### config.mk
export PLATFORM = sky130hd
export DESIGN_NAME = dmem_ctrl
export DESIGN_NICKNAME = d
export VERILOG_FILES = /design/src/rtl/dmem_ctrl.sv
export SDC_FILE = /design/constraint.sdc
export NUM_CORES = 1
export LEC_CHECK = 0
export ABC_AREA = 1
export CAP_MARGIN = 20
export CORE_MARGIN = 5
export CORE_UTILIZATION = 40
export CTS_CLUSTER_SIZE = 20
export DETAILED_ROUTE_END_ITERATION = 16
export GPL_TIMING_DRIVEN = 0
export PLACE_DENSITY = 0.8
export SLEW_MARGIN = 25
export SYNTH_ARGS = -nofsm -noshare
export SYNTH_HDL_FRONTEND = slang
export SYNTH_SLANG_ARGS = --single-unit
### constraint.sdc
create_clock -name clk -period 1.7 [get_ports clk]
set_input_delay 0.34 -clock clk [delete_from_list [all_inputs] [get_ports clk]]
set_output_delay 0.34 -clock clk [all_outputs]
set_load 0.1 [all_outputs]
### src/rtl/dmem_ctrl.sv
// dmem_ctrl: data-memory access controller sitting after the M-stage register.
// Runs one req/ack bus transaction per load or store and freezes the pipeline
// with a combinational stall until the access is complete.
// Optional feature macro: DMEM_TIMEOUT_EN. When it is defined, a REQ cycle
// counter aborts a bus access that gets no ack within TIMEOUT cycles.
//
// Bus handshake: the controller raises mem_req with mem_we/mem_addr/mem_wdata/
// mem_be and holds all of them stable until it samples mem_ack=1 on a rising
// edge. mem_rdata is sampled only on that edge. mem_ack is ignored while
// mem_req=0, and a request abandoned by reset is simply dropped.
module dmem_ctrl #(
    parameter int ADDR_W  = 32,
    parameter int DATA_W  = 32,
    parameter int TIMEOUT = 255
) (
    input  logic                clk,
    input  logic                reset,
    input  logic                MemtoRegM,
    input  logic                MemWriteM,
    input  logic [DATA_W/8-1:0] byteEnableM,
    input  logic [ADDR_W-1:0]   ALUResultM,
    input  logic [DATA_W-1:0]   WriteDataM,
    output logic [DATA_W-1:0]   ReadDataM,
    output logic                stall,
    output logic                fault,
    output logic                mem_req,
    output logic                mem_we,
    output logic [ADDR_W-1:0]   mem_addr,
    output logic [DATA_W-1:0]   mem_wdata,
    output logic [DATA_W/8-1:0] mem_be,
    input  logic                mem_ack,
    input  logic [DATA_W-1:0]   mem_rdata,
    output logic [1:0]          dbg_state
);

    localparam int BE_W = DATA_W / 8;

    // The counter is 8 bits wide, so TIMEOUT must fit in it.
    if (TIMEOUT < 1 || TIMEOUT > 255) begin : g_timeout_range
        $error("dmem_ctrl: TIMEOUT must be in 1..255");
    end

    typedef enum logic [1:0] {
        IDLE = 2'd0,
        REQ  = 2'd1,
        DONE = 2'd2
    } state_t;

    state_t            state;
    state_t            state_next;
    logic              access;
    logic              misaligned;
    logic              start;    // aligned access accepted in IDLE
    logic              bad;      // misaligned access rejected in IDLE
    logic              finish;   // ack received in REQ
    logic              abort;    // REQ gave up waiting (timeout build only)
    logic [DATA_W-1:0] rdata_masked;

    assign access    = MemtoRegM | MemWriteM;
    assign dbg_state = state;

    // Pipeline freeze: held while an access waits in IDLE or runs in REQ.
    assign stall = reset & (((state == IDLE) & access) | (state == REQ));

    // Alignment rule for the requested lane pattern.
    always_comb begin
        misaligned = 1'b0;
        case (byteEnableM)
            4'b1111:          misaligned = (ALUResultM[1:0] != 2'b00);
            4'b0011, 4'b1100: misaligned = ALUResultM[0];
            4'b0000:          misaligned = 1'b1;
            default:          misaligned = 1'b0;
        endcase
    end

    // Load data with disabled byte lanes forced to zero.
    always_comb begin
        rdata_masked = '0;
        for (int i = 0; i < BE_W; i++) begin
            if (mem_be[i]) begin
                rdata_masked[8*i +: 8] = mem_rdata[8*i +: 8];
            end
        end
    end

`ifdef DMEM_TIMEOUT_EN
    // Last count value before the counter would reach TIMEOUT.
    localparam logic [7:0] TMO_LAST = 8'(TIMEOUT - 1);

    logic [7:0] tmo_cnt;

    // Counts REQ cycles that passed without an ack.
    always_ff @(posedge clk or negedge reset) begin
        if (!reset) begin
            tmo_cnt <= '0;
        end else if (start) begin
            tmo_cnt <= '0;
        end else if ((state == REQ) && !(mem_ack && mem_req)) begin
            tmo_cnt <= tmo_cnt + 8'd1;
        end
    end
`endif

    // State register.
    always_ff @(posedge clk or negedge reset) begin
        if (!reset) begin
            state <= IDLE;
        end else begin
            state <= state_next;
        end
    end

    // Next state and the one-cycle events that steer the datapath.
    always_comb begin
        state_next = state;
        start      = 1'b0;
        bad        = 1'b0;
        finish     = 1'b0;
        abort      = 1'b0;
        case (state)
            IDLE: begin
                if (access) begin
                    if (misaligned) begin
                        bad        = 1'b1;
                        state_next = DONE;
                    end else begin
                        start      = 1'b1;
                        state_next = REQ;
                    end
                end
            end
            REQ: begin
                // An ack always wins over a timeout in the same cycle.
                if (mem_ack && mem_req) begin
                    finish     = 1'b1;
                    state_next = DONE;
                end
`ifdef DMEM_TIMEOUT_EN
                else if (tmo_cnt == TMO_LAST) begin
                    abort      = 1'b1;
                    state_next = DONE;
                end
`endif
            end
            DONE: begin
                // The pipeline advances here; the access is never restarted.
                state_next = IDLE;
            end
            default: begin
                state_next = IDLE;
            end
        endcase
    end

    // Bus registers, load data and the fault pulse.
    always_ff @(posedge clk or negedge reset) begin
        if (!reset) begin
            ReadDataM <= '0;
            fault     <= 1'b0;
            mem_req   <= 1'b0;
            mem_we    <= 1'b0;
            mem_addr  <= '0;
            mem_wdata <= '0;
            mem_be    <= '0;
        end else begin
            fault <= bad | abort;
            if (start) begin
                mem_req   <= 1'b1;
                mem_we    <= MemWriteM;
                mem_addr  <= ALUResultM;
                mem_wdata <= WriteDataM;
                mem_be    <= byteEnableM;
            end
            if (bad) begin
                ReadDataM <= '0;
            end
            if (finish || abort) begin
                mem_req <= 1'b0;
            end
            if (finish && !mem_we) begin
                ReadDataM <= rdata_masked;
            end
            if (abort && !mem_we) begin
                ReadDataM <= DATA_W'(32'hDEADBEEF);
            end
        end
    end

endmodule

==> summary.md <==
| Metric | Value |
|---|---|
| Bufs on Longest Clock Path | `2` |
| Wire per inst | `15.8 um` |
| HPWL Detailed | `10.1 mm` |
| Seq/Total Area, Yosys | `61.3%` |
| Antenna cell count | `0` |
| Top_reg_cell synth | `dfrtp_1` |
| Max stage delay on crit path | `0.49 ns` |
| Total number of vias | `4,174` |
| Critical Path RT | `1.36 ns` |
| Slew headroom | `62.2%` |
| Slowest cell on crit path | `dfrtp_4` |
| Failing checks | `hold timing, setup timing` |
| Num rows | `37` |
| CP Launch Type | `register` |
| TritonCTS Buffers | `9` |
| First-pass GRT wire length | `21.5 mm` |
| Status | `finished with violations` |
| Remaining Overflow, GRT | `0` |
| Area Overhead vs Synth | `64.1%` |
| CP Max Fanout | `2` |
| Synth top cells by count | `nand2_1 (214), dfrtp_1 (105), nand3_1 (101)` |
| I/O pin cnt | `211` |
| Syn_nets | `586` |
| Final wirelength | `13.5 mm` |
| Antenna viol nets, final | `0` |
| Min setup slack post-route | `-0.155 ns` |
| Largest net degree at the start of global routing | `61` |
| Share of post-route cells with drive strength above 1 | `24.6%` |
| Placed Cells | `828` |
| Number of port buffers | `210` |
| Smallest hold slack | `-0.111 ns` |
| Top cell type's share of synthesized area | `61.3%` |
| Seq cells post-synth | `105` |
| Crit path max-delay family | `flip-flops` |
| CTS H-tree depth | `3` |
| Top cell type by total area after synthesis | `dfrtp_1` |
| CTS Sinks | `105` |
| Synth warn | `0` |
| Pre-antenna DRT Iters | `4` |
| All-layer global routing usage | `20.9%` |
| Worst r2r dst | `ReadDataM[22]` |
| Post-Syn Instances | `481` |
| Final hold violations | `45` |
| Die Wd | `114 um` |
| Setup Skew | `0.0138 ns` |
| DIE AREA | `0.0129 sq mm` |
| R2R setup slack | `0.07 ns` |
| Vert. Die Dim | `114 um` |
| Dpl ws | `-1.39 ns` |
| GPL Wtd Cong | `0.884` |
| Max Slew Vio Count | `0` |
| Initial antenna violation count | `0` |
| CP Capture Type | `primary output` |
| Max_cap viols | `0` |
| Drt initial violations | `317` |
| DRC viols | `0` |
| Count leader, synth | `nand2_1` |
| Via density | `4.90` |
| Worst Tran Pin Value | `0.570 ns` |
| RSZ-0062 raised after global routing | `yes` |
| Critical-path cell list | `inv_2 -> nand2_2 -> nor2_4 -> buf_8 -> o21a_4 -> buf_12` |
| Part of the cycle the worst path needs | `109%` |
| Reg-to-Reg Start | `dbg_state[1]` |
| Worst-path clk slew | `0.09 ns` |
| Worst-Skew Late Latency | `0.36 ns` |
| Vias in the first global route | `4,321` |
| Worst R2R Path Depth | `8` |
| Ys async rst share | `100%` |
| CP bufs+invs | `3` |
| Fin cells | `851` |
| Type of the worst min-delay path | `in2async` |
| Cell Area, Synth | `0.00429 sq mm` |
| Post-layout minimum cycle time | `1.85 ns` |
| Syn avg cell area | `8.92 sq um` |
| Core outline area | `0.0104 sq mm` |
| Fmax | `0.539 GHz` |
| Synth area leaders | `dfrtp_1 (61%), nand2_1 (19%), nand3_1 (12%), buf_6 (1.8%), inv_1 (1.2%)` |
| Initial Util | `41.4%` |
| CP Class | `reg2out` |
| Number of flops mapped to enable cells by yosys | `0` |
| Crit path DAT | `1.51 ns` |
| Finish-stage setup viols | `1` |
| CTS tree | `done` |
| Root buffer cell | `clkbuf_8` |
| Number of distinct library cells after synthesis | `20` |
| Post-layout nets | `815` |
[cell usage in the layout (no fill, tap or decap)]
| master | synthesis | final |
|---|---|---|
| a21oi_1 | 2 | 2 |
| buf_12 | 0 | 1 |
| buf_16 | 0 | 1 |
| buf_2 | 10 | 17 |
| buf_4 | 0 | 7 |
| buf_6 | 7 | 8 |
| buf_8 | 0 | 1 |
| bufinv_16 | 0 | 1 |
| clkbuf_1 | 2 | 3 |
| clkbuf_2 | 0 | 6 |
| clkbuf_4 | 0 | 1 |
| clkbuf_8 | 0 | 11 |
| clkdlybuf4s15_2 | 0 | 97 |
| clkdlybuf4s18_2 | 0 | 2 |
| clkdlybuf4s50_1 | 0 | 103 |
| clkinvlp_4 | 0 | 1 |
| dfrtp_1 | 105 | 101 |
| dfrtp_2 | 0 | 2 |
| dfrtp_4 | 0 | 2 |
| inv_1 | 14 | 13 |
| inv_2 | 2 | 3 |
| nand2_1 | 214 | 213 |
| nand2_2 | 1 | 2 |
| nand2_4 | 1 | 2 |
| nand3_1 | 101 | 101 |
| nand3_4 | 0 | 1 |
| nand4_4 | 0 | 1 |
| nor2_1 | 3 | 2 |
| nor2_2 | 5 | 2 |
| nor2_4 | 1 | 5 |
| nor3_4 | 0 | 1 |
| o21a_4 | 0 | 1 |
| o21ai_0 | 1 | 1 |
[sequential cells by signal, indices dropped and copies added (netlist names)]
register and flops:
ReadDataM 32, mem_we 1, mem_wdata 32, mem_addr 32, dbg_state 2, mem_be 4, fault 1, mem_req 1
[worst max-delay path by stage]
stage	end	cells past startpoint	slack, ns	startpoint
after floorplan	stall	5	-0.15	dbg_state[1]
after global placement	stall	3	-4.41	reset
after detailed placement	stall	6	-1.39	MemWriteM
after CTS	stall	6	-0.22	dbg_state[0]
after global routing	stall	6	-0.24	dbg_state[0]
final	stall	6	-0.15	dbg_state[1]
[logic make-up (layout without fill, tap and decap cells)]
| group | Yosys count | after routing | synth area share, % |
|---|---|---|---|
| AO/OA/AOI/OAI | 4 | 4 | 0.525 |
| buffers and inverters | 43 | 276 | 5.28 |
| flip-flops | 105 | 105 | 61.3 |
| AND/OR/NAND/NOR | 329 | 330 | 32.9 |
[through the flow]
step | instance area [sq um] | utilization, % | TNS (ns) | hold WS [ns]
floorplan | 4320 | - | -0.150 | 0.0444
global placement | 6590 | 63.6 | -427.33 | 0.454
detailed placement | 6620 | 63.8 | -44.41 | 0.307
CTS | 6990 | 67.4 | -0.224 | -0.0924
global route | 7040 | 67.9 | -1.78 | -0.0828
finish | 7040 | 67.9 | -0.155 | -0.111
[routing by layer]
layer  up-vias  share of wire (%)  track usage, %
li1       1989                  -               -
met1      1990                 39            24.6
met2       164                 49            34.8
met3        31                9.2            7.06
met4         0                3.0            8.89
met5         -                  0               0
[repair_timing]
item	4_1_cts	5_1_grt
endpoints found under the setup margin	141	74
buffers inserted	1	5
cloned	0	1
pin swaps	3	3
resized for setup	335	27
endpoints found under the hold margin	45	45
[final cells by class]
type	count	area [sq um]
Timing Repair Buffer	217	2280
Multi-Input combinational cell	334	1500
Fill cell	860	3330
Sequential cell	105	2640
Buffer	27	194
Clock inverter	2	37.5
Clock buffer	14	163
Inverter	16	60.1
Tap cell	136	170
Power is left out: the tool's default activity adds up to more than one toggle a clock period on the data nets, which glitch-free logic cannot reach.
